**config.mk**
```make
export PLATFORM = sky130hd
export DESIGN_NAME = noise_gate_stage
export DESIGN_NICKNAME = d
export VERILOG_FILES = /design/src/rtl/noise_gate_stage.sv
export SDC_FILE = /design/constraint.sdc
export NUM_CORES = 1
export LEC_CHECK = 0
export CAP_MARGIN = 20
export CORE_ASPECT_RATIO = 1.25
export CORE_MARGIN = 4
export CORE_UTILIZATION = 50
export DETAILED_ROUTE_END_ITERATION = 6
export PLACE_DENSITY_LB_ADDON = 0.08
export SYNTH_ARGS = -nofsm -noshare
export SYNTH_HDL_FRONTEND = slang
export SYNTH_SLANG_ARGS = --single-unit
```
**constraint.sdc**
```tcl
create_clock -name i_clk -period 30.2 [get_ports i_clk]
set_input_delay 6.04 -clock i_clk [delete_from_list [all_inputs] [get_ports i_clk]]
set_output_delay 6.04 -clock i_clk [all_outputs]
set_load 0.005 [all_outputs]
```
**src/rtl/noise_gate_stage.sv**
```systemverilog
// ---------------------------------------------------------------------------
// noise_gate_stage
//
// Gate slot of the audio FX chain. Sits between the input-gain stage and the
// EQ stage. Each incoming sample is compared against a threshold. Loud samples
// open the gate instantly at unity gain. Once the signal goes quiet, the gate
// waits for a hold period and then ramps the gain linearly down to zero.
//
// Handshake: i_sample_valid is a one-cycle strobe that qualifies i_sample_in.
// o_out_valid is a one-cycle strobe, asserted exactly one clock after each
// accepted strobe, that qualifies o_sample_out. There is no back-pressure.
// Strobes may arrive on consecutive cycles.
//
// Ports
//   i_clk          system clock
//   i_rst_n        synchronous active-low reset
//   i_sample_in    signed sample from the input-gain stage
//   i_sample_valid one-cycle strobe qualifying i_sample_in
//   i_enable       1 = gate active, 0 = bypass
//   i_thresh       threshold parameter (scaled by 2^(DATA_W-1-PARAM_W))
//   i_hold         hold parameter (HOLD_SCALE samples per LSB)
//   i_release      release parameter (extra strobes per gain step)
//   o_sample_out   gated signed sample to the EQ stage
//   o_out_valid    one-cycle strobe qualifying o_sample_out
//   o_gate_open    1 whenever the gate is not CLOSED
//   o_gate_state   CLOSED=0, OPEN=1, HOLD=2, RELEASE=3
// ---------------------------------------------------------------------------
module noise_gate_stage #(
    parameter int DATA_W     = 16,
    parameter int PARAM_W    = 7,
    parameter int HOLD_SCALE = 64,
    parameter int GAIN_W     = 9
) (
    input  logic               i_clk,
    input  logic               i_rst_n,
    input  logic [DATA_W-1:0]  i_sample_in,
    input  logic               i_sample_valid,
    input  logic               i_enable,
    input  logic [PARAM_W-1:0] i_thresh,
    input  logic [PARAM_W-1:0] i_hold,
    input  logic [PARAM_W-1:0] i_release,
    output logic [DATA_W-1:0]  o_sample_out,
    output logic               o_out_valid,
    output logic               o_gate_open,
    output logic [1:0]         o_gate_state
);

    typedef enum logic [1:0] {
        ST_CLOSED  = 2'd0,
        ST_OPEN    = 2'd1,
        ST_HOLD    = 2'd2,
        ST_RELEASE = 2'd3
    } state_t;

    localparam int HOLD_CNT_W = PARAM_W + $clog2(HOLD_SCALE);
    localparam int PROD_W     = DATA_W + GAIN_W + 1;
    localparam int SHIFT      = GAIN_W - 1;
    localparam logic [GAIN_W-1:0] GAIN_UNITY = {1'b1, {SHIFT{1'b0}}};

    state_t                r_state;
    logic [GAIN_W-1:0]     r_gain;
    logic [HOLD_CNT_W-1:0] r_hold_cnt;
    logic [PARAM_W-1:0]    r_rel_div;
    logic [DATA_W-1:0]     r_sample_out;
    logic                  r_out_valid;

    state_t                w_state_nxt;
    logic [GAIN_W-1:0]     w_gain_nxt;
    logic [HOLD_CNT_W-1:0] w_hold_cnt_nxt;
    logic [PARAM_W-1:0]    w_rel_div_nxt;

    logic [DATA_W-1:0]     w_mag;
    logic [DATA_W-1:0]     w_thr;
    logic                  w_above;
    logic [HOLD_CNT_W-1:0] w_hold_load;

    logic                  w_ramp_step;
    logic [GAIN_W-1:0]     w_ramp_gain;
    logic [PARAM_W-1:0]    w_ramp_div;
    state_t                w_ramp_state;

    logic signed [PROD_W-1:0] w_sample_ext;
    logic signed [PROD_W-1:0] w_gain_ext;
    logic signed [PROD_W-1:0] w_product;
    logic [DATA_W-1:0]        w_out_nxt;
    logic                     w_unused_product;

    // Magnitude with the most negative code saturated to the largest positive.
    always_comb begin
        if (i_sample_in == {1'b1, {(DATA_W-1){1'b0}}}) begin
            w_mag = {1'b0, {(DATA_W-1){1'b1}}};
        end else if (i_sample_in[DATA_W-1]) begin
            w_mag = (~i_sample_in) + DATA_W'(1);
        end else begin
            w_mag = i_sample_in;
        end
    end

    // Threshold parameter sits in the top magnitude bits of the sample.
    assign w_thr   = {1'b0, i_thresh, {(DATA_W-1-PARAM_W){1'b0}}};
    assign w_above = (w_mag >= w_thr);

    // Loaded on HOLD entry only; later changes to i_hold do not affect a hold
    // already in progress.
    assign w_hold_load = HOLD_CNT_W'(i_hold) * HOLD_CNT_W'(HOLD_SCALE) - HOLD_CNT_W'(1);

    // One release-ramp strobe. Using >= rather than == means that lowering
    // i_release below the running divider fires the step immediately instead
    // of letting the divider wrap. In OPEN and HOLD the divider is zero and the
    // gain is unity, so the same step also serves as the first ramp strobe.
    always_comb begin
        w_ramp_step = (r_rel_div >= i_release);
        if (w_ramp_step) begin
            w_ramp_div  = '0;
            w_ramp_gain = r_gain - GAIN_W'(1);
        end else begin
            w_ramp_div  = r_rel_div + PARAM_W'(1);
            w_ramp_gain = r_gain;
        end
        w_ramp_state = (w_ramp_gain == '0) ? ST_CLOSED : ST_RELEASE;
    end

    // Next-state logic, applied only on strobe cycles.
    always_comb begin
        w_state_nxt    = r_state;
        w_gain_nxt     = r_gain;
        w_hold_cnt_nxt = r_hold_cnt;
        w_rel_div_nxt  = r_rel_div;

        if (!i_enable || w_above) begin
            // Bypass and loud samples both snap the gate fully open.
            w_state_nxt    = ST_OPEN;
            w_gain_nxt     = GAIN_UNITY;
            w_hold_cnt_nxt = '0;
            w_rel_div_nxt  = '0;
        end else begin
            case (r_state)
                ST_OPEN: begin
                    if (i_hold == '0) begin
                        w_state_nxt   = w_ramp_state;
                        w_gain_nxt    = w_ramp_gain;
                        w_rel_div_nxt = w_ramp_div;
                    end else begin
                        w_state_nxt    = ST_HOLD;
                        w_hold_cnt_nxt = w_hold_load;
                    end
                end
                ST_HOLD: begin
                    if (r_hold_cnt == '0) begin
                        w_state_nxt   = w_ramp_state;
                        w_gain_nxt    = w_ramp_gain;
                        w_rel_div_nxt = w_ramp_div;
                    end else begin
                        w_hold_cnt_nxt = r_hold_cnt - HOLD_CNT_W'(1);
                        w_gain_nxt     = GAIN_UNITY;
                    end
                end
                ST_RELEASE: begin
                    w_state_nxt   = w_ramp_state;
                    w_gain_nxt    = w_ramp_gain;
                    w_rel_div_nxt = w_ramp_div;
                end
                default: begin
                    w_state_nxt = ST_CLOSED;
                    w_gain_nxt  = '0;
                end
            endcase
        end
    end

    // The sample is scaled by the post-update gain so the opening sample
    // passes at unity. Gain never exceeds unity, so the floor-shifted product
    // always fits back into DATA_W bits.
    assign w_sample_ext = PROD_W'($signed(i_sample_in));
    assign w_gain_ext   = PROD_W'($signed({1'b0, w_gain_nxt}));
    assign w_product    = w_sample_ext * w_gain_ext;
    assign w_out_nxt    = i_enable ? w_product[SHIFT +: DATA_W] : i_sample_in;

    // Fractional bits and redundant sign bits of the product are dropped.
    assign w_unused_product = ^{w_product[PROD_W-1:SHIFT+DATA_W], w_product[SHIFT-1:0]};

    always_ff @(posedge i_clk) begin
        if (!i_rst_n) begin
            r_state      <= ST_CLOSED;
            r_gain       <= '0;
            r_hold_cnt   <= '0;
            r_rel_div    <= '0;
            r_sample_out <= '0;
            r_out_valid  <= 1'b0;
        end else begin
            r_out_valid <= i_sample_valid;
            if (i_sample_valid) begin
                r_state      <= w_state_nxt;
                r_gain       <= w_gain_nxt;
                r_hold_cnt   <= w_hold_cnt_nxt;
                r_rel_div    <= w_rel_div_nxt;
                r_sample_out <= w_out_nxt;
            end
        end
    end

    assign o_sample_out = r_sample_out;
    assign o_out_valid  = r_out_valid;
    assign o_gate_open  = (r_state != ST_CLOSED);
    assign o_gate_state = r_state;

endmodule

```
* Word-level counts from Yosys, hierarchy flattened *
Cells that the tools add are included.

word-level totals
  output and inout bits = 20
  input port bits = 41
  word-level logic and storage cells = 56
  bits in registers = 48

cells by class
  bitwise operators = 1
  multipliers = 1
  multiplexer cells = 22
  magnitude comparators = 2
  eq/ne operators = 8
  reductions and logical operators = 11
  add/subtract/negate cells = 5

operator list
  operator                                             number
  two-way mux 16 bit                                   3
  two-way mux 13 bit                                   3
  two-way mux 9 bit                                    4
  two-way mux 7 bit                                    4
  one-hot mux 9 bit (3 select lines)                   1
  one-hot mux 13 bit (2 select lines)                  1
  subtractor 13 x 1 -> 13 bit (second input constant)  2
  multiplier 16 x 10 -> 24 bit                         1
  one-hot mux 7 bit (3 select lines)                   1
  adder 16 x 1 -> 16 bit (second input constant)       1
  == test 16 bit (second input constant)               1
  greater-or-equal comparator 16 x 15 -> 1 bit         1
  NOT 16 bit                                           1
  logical NOT 13 bit                                   1
  != test 3 bit (second input constant)                4
  logical NOT 9 bit                                    1
  subtractor 9 x 1 -> 9 bit (second input constant)    1
  two-way mux 2 bit                                    4
  AND reduction 4 bit                                  2
  adder 7 x 1 -> 7 bit (second input constant)         1
  greater-or-equal comparator 7 bit                    1
  logical NOT 7 bit                                    1
  one-hot mux 2 bit (3 select lines)                   1
  == test 2 bit (second input constant)                2
  other kinds (7)                                      7

* Longest topological paths before layout *
Gate-level depths: netlist (run 1).

  depth in word-level cells = 9
  depth in mapped cells = 40

* Worst setup path after synthesis (run 1) *
No wires, ideal clock.

  path kind = input to register
  start point = in i_sample_in[0]
  end point = reg r_sample_out[12], in the netlist o_sample_out[12]
  stages on the path = 39
  arrival time = 14.744 ns
  path slack = 15.337 ns
  setup time = 0.119 ns
  data required time = 30.081 ns
  cells stage by stage = clkbuf_1 inv_1 ha_1 nor3b_1 nand3_1 nor4_1 nand2_1 nand2_1 ha_1 nor2b_1 o21ai_1 a21oi_1 or3_1 a31o_2 nand2b_1 buf_1 a21oi_1 clkbuf_1 [... 3 more ...] fa_1 inv_1 fa_1 inv_1 fa_1 inv_1 fa_1 inv_1 ha_1 nand2_1 o211a_1 or4_1 o31ai_2 o21ai_1 o21ai_2 a211oi_1 a31o_1 o221a_1

between the ends
  word-level cells in the longest chain between the ends = 9
  elaborated cells on any way between the ends = 10
  those cells by class = add/sub (1); mul (1); order compare (1); eq/ne (1); mux (4); bitwise (1); reduce/logical (1)

RTL lines
  what                                          RTL line  source
  start: declaration                            36        input logic [DATA_W-1:0] i_sample_in,
  NOT 16 bit                                    93        w_mag = (~i_sample_in) + DATA_W'(1);
  adder 16 x 1 -> 16 bit                        93
  two-way mux 16 bit                            92        end else if (i_sample_in[DATA_W-1]) begin
  two-way mux 16 bit                            90        if (i_sample_in == {1'b1, {(DATA_W-1){1'b0}}}) begin
  greater-or-equal comparator 16 x 15 -> 1 bit  101       assign w_above = (w_mag >= w_thr);
  logical OR 1 bit                              130       if (!i_enable || w_above) begin
  two-way mux 9 bit                             130
  multiplier 16 x 10 -> 24 bit (*)              176       assign w_product = w_sample_ext * w_gain_ext;
  two-way mux 16 bit (*)                        177       assign w_out_nxt = i_enable ? w_product[SHIFT +: DATA_W] : i_sample_in;
  end signal: assignment                        197       r_sample_out <= w_out_nxt;
  end: declaration                              64        logic [DATA_W-1:0] r_sample_out;

Mark *: on every way between the ends. The rest lies on a longest branch, timed or not.
A chain may end at the register's enable or synchronous reset.

* Worst setup path in the final report (run 1) *
  start point = in i_sample_in[1]
  end point = reg r_sample_out[14], in the netlist o_sample_out[14]

Same word-level chain as after synthesis.

==> metrics.yaml, run 1 <==
route:
  drc_errors: 0
  drt_iter0_markers: 455
  final_antenna_net_count: 0
  routed-via-count: 7258
  route.detailed.wl_per_inst_microns: 17.3
  firstDrtPassIters: 5
  totalWireLength_microns: 22600
  vias_per_cell: 5.57
power:
  p_per_area_mw_per_mm2: 20.6
  worst_ir_drop_on_vdd_v: 0.0000168
  power_leakage_nw: 4.61
synth:
  synth-seq-cells: 48
  yosysUniqueCellTypes: 69
  synthCells: 1053
  synth_cell_area_sq_mm: 0.00855
  synth-seq-area-share: 0.112
  yosys_warnings: 0
  asyncSetResetFlopFracSynth: 0
  avgSynthCellArea_sq_um: 8.12
  synth_top_flop_cell: "dfxtp_1"
  synth-edff-count: 0
  synthesis.nets: 1282
die:
  initial_core_util: 0.508
  ioPinCount: 61
  core_area_sq_mm: 0.0168
  std_cell_rows: 53
  fp.dieArea_sq_mm: 0.0193
  chipWidth_microns: 125
  die_height_microns: 154
place:
  dpl_worst_slack_ns: 13.68
  place.detailed.hpwl_microns: 17700
  io_buffer_count: 60
  place.gp.congestion: 0.955
clocking:
  cts-hold-fix-buffers: 0
  clock_insertion_delay_worst_skew_ns: 0.29
  clk_path_buf_depth: 2
  cts_tree: "yes"
  clk_pin_slew_ns: 0.07
  clock-root-buffer: "clkbuf_16"
  cts_buffers: 5
  cts_sinks: 48
  h-tree-depth: 2
  cts_repair_resize_count: 0
  postCtsSetupBuffers: 0
global_routing:
  grt_max_degree: 39
  grt_remaining_overflow: 0
  grt_use_total: 0.241
  antenna_found_initial: 0
  grt_first_pass_wirelength_microns: 38100
  number_of_global_route_vias_before_repair: 7440
sta:
  post-route-worst-setup-slack_ns: 13.99
  finalHoldViolations: 0
  relSlewSlack: 0.359
  setup-tns-final_ns: 0
  worst-slew-pin-transition_ns: 0.958
  achievable-frequency_mhz: 61.7
  finClkSkew_ns: 0.00765
  fin_crit_ns: 16.21
  finalSetupViolCount: 0
  finalMaxSlewViolations: 0
  rsz_0062_raised_after_global_routing: "no"
  final_clock_period_utilization_by_the_worst_path: 0.537
cells_and_area:
  num-nets-final: 1312
  post_route_cells_drive_above_1_share: 0.0351
  layout_commonest_cell: "inv_1"
  layout_common_cells: "inv_1, fa_1, nand2_1, nor2_1, ha_1"
  synthToLayoutAreaGrowth_pct: 10.9
  antenna_cells_inserted: 0
worst_hold_path:
  timing.hold.worst.start: "o_sample_out[0]$_SDFFE_PN0P_"
  worst_hold_class: "reg2reg"
critical_path:
  critical_path.max_stage_delay_ns: 0.86
  start_kind: "input pin"
  cp.arrival_ns: 16.43
  timing.critical_path.required_ns: 30.43
  crit_reg_reg_startpoint: "o_gate_state[0]$_SDFFE_PN0P_"
  setup.worst_path.class: "in2reg"
  critical-path-slowest-cell: "nor2_1"
  timing.critical_path.from: "i_sample_in[1]"
  crit_fanout: 22
  endpoint_kind: "flip-flop"
run_status:
  outcome: "finished, final reports clean"
flow_run:
  max-cap-violations: 0
-- registers in the layout, indices dropped and copies added (netlist names) --
| register | flops |
|---|---|
| o_sample_out | 16 |
| r_rel_div | 7 |
| o_out_valid | 1 |
| r_gain | 9 |
| r_hold_cnt | 13 |
| o_gate_state | 2 |
-- area by class of cell --
cell class / count / area (sq um)
Clock inverter: 1 / 8.76
Clock buffer: 6 / 139
Sequential cell: 48 / 961
Inverter: 166 / 623
Fill cell: 1627 / 7360
Timing Repair Buffer: 72 / 691
Tap cell: 220 / 275
Multi-Input combinational cell: 790 / 6790
-- cell families (layout without fill, tap and decap cells) --
logic type	Yosys count	in the layout	share of synthesized area
AOI/OAI and AO/OA	200	200	0.154
buffers and inverters	215	245	0.0945
muxes	13	13	0.0158
adders and majority gates	188	188	0.375
DFF	48	48	0.112
xor gates and xnor gates	40	40	0.0410
and+or+nand+nor	349	349	0.207
-- metrics by stage --
stage                      util  hold WS (ns)  power [mW]  cell area (sq um)  std cells
after floorplan               -         0.458       0.115               8550       1053
after global placement    0.554         0.471       0.139               9340       1296
after detailed placement  0.554         0.472       0.140               9340       1296
after CTS                 0.563         0.483       0.197               9490       1303
after global routing      0.563         0.496       0.209               9490       1303
final                     0.563         0.480       0.195               9490       1303
-- report_power, final --
group / internal, mW / leakage [nW] / total (mW) / switching (mW)
registers: 0.0667 / 0.393 / 0.0700 / 0.00335
logic: 0.0285 / 4.14 / 0.0678 / 0.0394
clock network: 0.0327 / 0.0729 / 0.0573 / 0.0246
total: 0.128 / 4.61 / 0.195 / 0.0673
-- worst paths after layout --
check | end | slack, ns | depth (start not counted)
setup / recovery | o_sample_out[14]$_SDFFE_PN0P_ | 13.99 | 36
hold / removal | o_sample_out[0]$_SDFFE_PN0P_ | 0.48 | 2
setup reg to reg | o_sample_out[14]$_SDFFE_PN0P_ | 21.68 | 27
hold reg to reg | o_sample_out[0]$_SDFFE_PN0P_ | 0.48 | 2
-- routing by layer --
metal,vias to the layer above,global-route usage,share of wire
met5,-,0,0
met4,0,0.0517,0.014
met3,17,0.0225,0.037
met2,175,0.451,0.53
met1,3527,0.302,0.42
li1,3539,-,-
-- synthesized netlist by cell type, types with 19 or more instances --
master | n | area, sq um
nor2_1 | 78 | 293
nand2_1 | 96 | 360
ha_1 | 74 | 926
xnor2_1 | 21 | 184
inv_1 | 165 | 619
dfxtp_1 | 48 | 961
a21oi_1 | 59 | 295
and2_1 | 67 | 419
clkbuf_1 | 45 | 169
fa_1 | 114 | 2280
xor2_1 | 19 | 166
o21ai_0 | 36 | 180
-- worst max-delay path: cells and delay by family --
kind / cells / cell delay (ns)
AND/OR/NAND/NOR: 14 / 4.20
adder cells (fa/ha/maj): 8 / 3.13
AO/OA/AOI/OAI: 7 / 1.76
buffers and inverters: 6 / 1.15
XOR/XNOR: 1 / 0.15
(Power assumes the default switching activity.)
==> run 2: changes to the inputs <==
==> constraint.sdc (replaced) <==
create_clock -name i_clk -period 14.56 [get_ports i_clk]
set_input_delay 2.912 -clock i_clk [delete_from_list [all_inputs] [get_ports i_clk]]
set_output_delay 2.912 -clock i_clk [all_outputs]
set_load 0.005 [all_outputs]
==> run 2 against run 1 <==
Effect of this change: hold slack got worse by 0.0018 ns; worst setup slack lost 13 ns; sequential share of layout area barely moved; count of clock-buffer cells in the layout unchanged; critical path type unchanged; core utilization grew 0.24 points.
==> metrics.yaml, run 2 (synthesized netlist as in run 1, its figures left out) <==
run_status:
  outcome: "finished, final reports clean"
route:
  route.detailed.wl_per_inst_microns: 17.1
  drc_errors: 0
  routed-via-count: 7389
  firstDrtPassIters: 5
  totalWireLength_microns: 22400
  final_antenna_net_count: 0
  drt_iter0_markers: 484
  vias_per_cell: 5.64
critical_path:
  worst_path_dominant_cell_family: "simple AND/OR/NAND/NOR gates"
  critical_path.max_stage_delay_ns: 0.80
  timing.critical_path.required_ns: 14.79
  r2r_end: "o_sample_out[14]$_SDFFE_PN0P_"
  critical-path-slowest-cell: "nor2_1"
  endpoint_kind: "flip-flop"
  worst_r2r_setup_slack_ns: 6.03
  ff2ff_path_depth: 27
  setup.worst_path.class: "in2reg"
  crit_fanout: 22
  crit_reg_reg_startpoint: "o_gate_state[0]$_SDFFE_PN0P_"
  worstPathBufferInverterCount: 6
  cp.arrival_ns: 13.32
  start_kind: "input pin"
die:
  ioPinCount: 61
  die_height_microns: 154
  chipWidth_microns: 125
  initial_core_util: 0.508
  fp.dieArea_sq_mm: 0.0193
  core_area_sq_mm: 0.0168
  std_cell_rows: 53
power:
  worst_ir_drop_on_vdd_v: 0.0000374
  p_per_area_mw_per_mm2: 42.8
  fin_total_pwr_uw: 408
  power_leakage_nw: 4.63
worst_hold_path:
  timing.hold.worst.start: "o_sample_out[0]$_SDFFE_PN0P_"
  hold_path_end: "o_sample_out[0]$_SDFFE_PN0P_"
  worst_hold_path.num_cells: 2
  worst_hold_class: "reg2reg"
clocking:
  clk_path_buf_depth: 2
  postCtsSetupBuffers: 0
  cts_sinks: 48
  cts-hold-fix-buffers: 0
  cts_buffers: 5
  cts_repair_resize_count: 0
  clk_pin_slew_ns: 0.07
  clock-root-buffer: "clkbuf_16"
  h-tree-depth: 2
  clock_insertion_delay_worst_skew_ns: 0.29
  cts_tree: "yes"
cells_and_area:
  post_route_cells_drive_above_1_share: 0.0395
  num-nets-final: 1317
  synthToLayoutAreaGrowth_pct: 11.4
  antenna_cells_inserted: 0
  final_standard_cell_area_without_fillers_sq_mm: 0.00953
  layout_common_cells: "inv_1, fa_1, nand2_1, nor2_1, ha_1"
  layout_commonest_cell: "inv_1"
  max_reg_flops: 16
sta:
  finalSetupViolCount: 0
  achievable-frequency_mhz: 76.4
  final_clock_period_utilization_by_the_worst_path: 0.899
  rsz_0062_raised_after_global_routing: "no"
  whs_ns: 0.478
  worst-slew-pin-transition_ns: 0.881
  finalHoldViolations: 0
  finalMaxSlewViolations: 0
  fin_crit_ns: 13.09
  finClkSkew_ns: 0.00713
  setup-tns-final_ns: 0
  relSlewSlack: 0.410
global_routing:
  number_of_global_route_vias_before_repair: 7599
  grt_use_total: 0.241
  grt_max_degree: 39
  antenna_found_initial: 0
  grt_first_pass_wirelength_microns: 38100
  grt_remaining_overflow: 0
place:
  postPlaceCellArea_sq_mm: 0.00937
  place.detailed.hpwl_microns: 17600
  io_buffer_count: 60
  place.gp.congestion: 0.915
flow_run:
  max-cap-violations: 0
## run 2: cell count changes in the layout (fill, tap and decap cells not counted)
cell | previous run | this run
a21oi_2 | 2 | 1
a21oi_1 | 58 | 59
clkinvlp_4 | 0 | 2
clkinv_4 | 1 | 0
buf_4 | 12 | 17
## run 2: worst max path at each step
| stage | endpoint | start | cells past startpoint |
|---|---|---|---|
| after CTS | o_sample_out[14]$_SDFFE_PN0P_ | i_sample_in[1] | 36 |
| final | o_sample_out[14]$_SDFFE_PN0P_ | i_sample_in[1] | 36 |
| after global placement | o_sample_out[14]$_SDFFE_PN0P_ | i_sample_in[1] | 36 |
| after floorplan | o_sample_out[12]$_SDFFE_PN0P_ | i_sample_in[0] | 39 |
| after detailed placement | o_sample_out[14]$_SDFFE_PN0P_ | i_sample_in[1] | 36 |
| after global routing | o_sample_out[14]$_SDFFE_PN0P_ | i_sample_in[1] | 36 |
## run 2: layout make-up
type | instances | area, sq um
Clock buffer | 6 | 139
Clock inverter | 2 | 15.0
Fill cell | 1614 | 7320
Inverter | 166 | 623
Multi-Input combinational cell | 790 | 6780
Sequential cell | 48 | 961
Tap cell | 220 | 275
Timing Repair Buffer | 77 | 728
## run 2: power breakdown
part / switching [mW] / internal [mW]
Combinational: 0.0818 / 0.0598
Sequential: 0.00678 / 0.138
Clock: 0.0525 / 0.0684
Total: 0.141 / 0.267
## run 2: per-stage QoR
stage	std cells	setup WS, ns	utilization
2_1_floorplan	1053	2.82	-
3_3_place_gp	1301	1.53	0.556
3_5_place_dp	1301	1.18	0.556
4_1_cts	1309	1.47	0.566
5_1_grt	1309	0.635	0.566
6_report	1309	1.47	0.566
## run 2: worst min-delay path: cells and delay by family, from the launching register on
kind             cells  cell delay [ns]
AND/OR/NAND/NOR      1             0.06
flip-flops           1             0.31
AO/OA/AOI/OAI        1             0.06
## run 2: metal layers
layer  vias to the layer above  global-route usage  routed length [microns]
li1                       3544                   -                        -
met1                      3602               0.301                     9420
met2                       199               0.442                    11600
met3                        44              0.0249                      849
met4                         0              0.0671                      583
met5                         -                   0                        0
==> run 3: changes to the inputs <==
--- a/config.mk
+++ b/config.mk
@@ -11,6 +11,7 @@
 export CORE_UTILIZATION = 50
 export DETAILED_ROUTE_END_ITERATION = 6
 export PLACE_DENSITY_LB_ADDON = 0.08
+export RECOVER_POWER = 25
 export SYNTH_ARGS = -nofsm -noshare
 export SYNTH_HDL_FRONTEND = slang
 export SYNTH_SLANG_ARGS = --single-unit
==> run 3 against run 2 <==
Effect of this change: critical path depth unchanged; via count decreased by 0.14%; sequential power about the same; final area unchanged; combinational power about the same; final cell count unchanged; maximum frequency decreased by 0.32%; core utilization unchanged; flip-flop and latch count unchanged; non-clock buffer count unchanged; critical endpoint unchanged; count of clock-buffer cells in the layout unchanged; clock power about the same.
==> metrics.yaml, run 3 (synthesized netlist as in run 1, its figures left out) <==
global_routing:
  grt_first_pass_wirelength_microns: 38100
  antenna_found_initial: 0
  grt_remaining_overflow: 0
  grt_max_degree: 39
  number_of_global_route_vias_before_repair: 7599
  grt_use_total: 0.241
cells_and_area:
  antenna_cells_inserted: 0
  final_cell_count_no_fill: 1309
  layout_commonest_cell: "inv_1"
  final_standard_cell_area_without_fillers_sq_mm: 0.00953
  post_route_cells_drive_above_1_share: 0.0395
  num-nets-final: 1317
  layout_common_cells: "inv_1, fa_1, nand2_1, nor2_1, ha_1"
  synthToLayoutAreaGrowth_pct: 11.4
  max_reg_flops: 16
sta:
  final_clock_period_utilization_by_the_worst_path: 0.902
  setup-tns-final_ns: 0
  fin_crit_ns: 13.14
  rsz_0062_raised_after_global_routing: "no"
  worst-slew-pin-transition_ns: 0.872
  finalSetupViolCount: 0
  finClkSkew_ns: 0.00563
  relSlewSlack: 0.417
  achievable-frequency_mhz: 76.1
  finalHoldViolations: 0
  finalMaxSlewViolations: 0
clocking:
  postCtsSetupBuffers: 0
  clk_pin_slew_ns: 0.07
  clock_insertion_delay_worst_skew_ns: 0.29
  clk_path_buf_depth: 2
  cts_sinks: 48
  cts_repair_resize_count: 0
  cts-hold-fix-buffers: 0
  clock-root-buffer: "clkbuf_16"
  cts_tree: "yes"
  h-tree-depth: 2
  cts_buffers: 5
route:
  firstDrtPassIters: 7
  vias_per_cell: 5.64
  routed-via-count: 7379
  drt_iter0_markers: 476
  drc_errors: 0
  final_antenna_net_count: 0
  totalWireLength_microns: 22400
  route.detailed.wl_per_inst_microns: 17.1
critical_path:
  worst_path_dominant_cell_family: "simple AND/OR/NAND/NOR gates"
  setup.worst_path.class: "in2reg"
  start_kind: "input pin"
  timing.critical_path.depth: 36
  worstPathBufferInverterCount: 6
  ff2ff_path_depth: 27
  timing.critical_path.required_ns: 14.78
  cp.arrival_ns: 13.36
  critical_path.max_stage_delay_ns: 0.79
  critical-path-slowest-cell: "nor2_1"
  endpoint_kind: "flip-flop"
  crit_fanout: 22
die:
  chipWidth_microns: 125
  initial_core_util: 0.508
  core_area_sq_mm: 0.0168
  std_cell_rows: 53
  die_height_microns: 154
  ioPinCount: 61
  fp.dieArea_sq_mm: 0.0193
place:
  placed_cells_incl_taps: 1301
  place.gp.congestion: 0.915
  postPlaceCellArea_sq_mm: 0.00937
  place.detailed.hpwl_microns: 17600
  io_buffer_count: 60
power:
  power_leakage_nw: 4.67
  worst_ir_drop_on_vdd_v: 0.0000375
  p_per_area_mw_per_mm2: 42.6
run_status:
  outcome: "finished, final reports clean"
worst_hold_path:
  worst_hold_class: "reg2reg"
  worst_hold_path.num_cells: 2
flow_run:
  max-cap-violations: 0
run 3: worst paths after layout:
check | startpoint | to | slack [ns]
min reg2reg | o_sample_out[0]$_SDFFE_PN0P_ | o_sample_out[0]$_SDFFE_PN0P_ | 0.47
min | o_sample_out[0]$_SDFFE_PN0P_ | o_sample_out[0]$_SDFFE_PN0P_ | 0.47
max | i_sample_in[1] | o_sample_out[14]$_SDFFE_PN0P_ | 1.42
max reg2reg | o_gate_state[0]$_SDFFE_PN0P_ | o_sample_out[14]$_SDFFE_PN0P_ | 6.04
run 3: routing by layer:
layer	GRT usage	vias to the layer above	routed length, microns
met5	0	-	0
met3	0.0249	37	921
met2	0.442	199	11600
met1	0.301	3601	9440
met4	0.0671	0	533
li1	-	3542	-
run 3: layout make-up:
class,count,area (sq um)
clock buffer,6,139
clock inverter,2,15.0
fill,1614,7320
inverter,166,623
multi-input combinational,790,6780
sequential,48,961
tap,220,275
timing repair buffer,77,728
run 3: worst reg2reg max path, cell delays in order, from the launching register on:
cell	delay [ns]
dfxtp_1	0.34
inv_1	0.13
ha_1	0.70
nand3b_1	0.32
o311a_1	0.54
o21ai_0	0.24
a22oi_1	0.20
nor2_1	0.72
and2_1	0.26
fa_1	0.41
inv_1	0.07
fa_1	0.40
inv_1	0.09
fa_1	0.41
fa_1	0.54
inv_1	0.05
fa_1	0.52
inv_1	0.04
ha_1	0.37
nand2_1	0.12
o211a_1	0.23
or4_1	0.55
o311ai_1	0.41
a31oi_1	0.23
o21ai_2	0.19
xor2_1	0.16
nand2_1	0.07
a31oi_1	0.16
run 3: stage by stage:
step / hold slack [ns] / util / power (mW) / worst slack [ns]
after floorplan: 0.458 / - / 0.239 / 2.82
after global placement: 0.468 / 0.556 / 0.288 / 1.53
after detailed placement: 0.467 / 0.556 / 0.290 / 1.18
after CTS: 0.477 / 0.566 / 0.411 / 1.47
after global routing: 0.489 / 0.566 / 0.432 / 0.635
final: 0.475 / 0.566 / 0.406 / 1.42
run 3: power by group:
part           total [mW]  leakage [nW]  internal, mW  switching, mW
combinational       0.140          4.20        0.0586         0.0819
sequential          0.145         0.393         0.138        0.00659
clock               0.121        0.0691        0.0684         0.0524
total               0.406          4.67         0.265          0.141
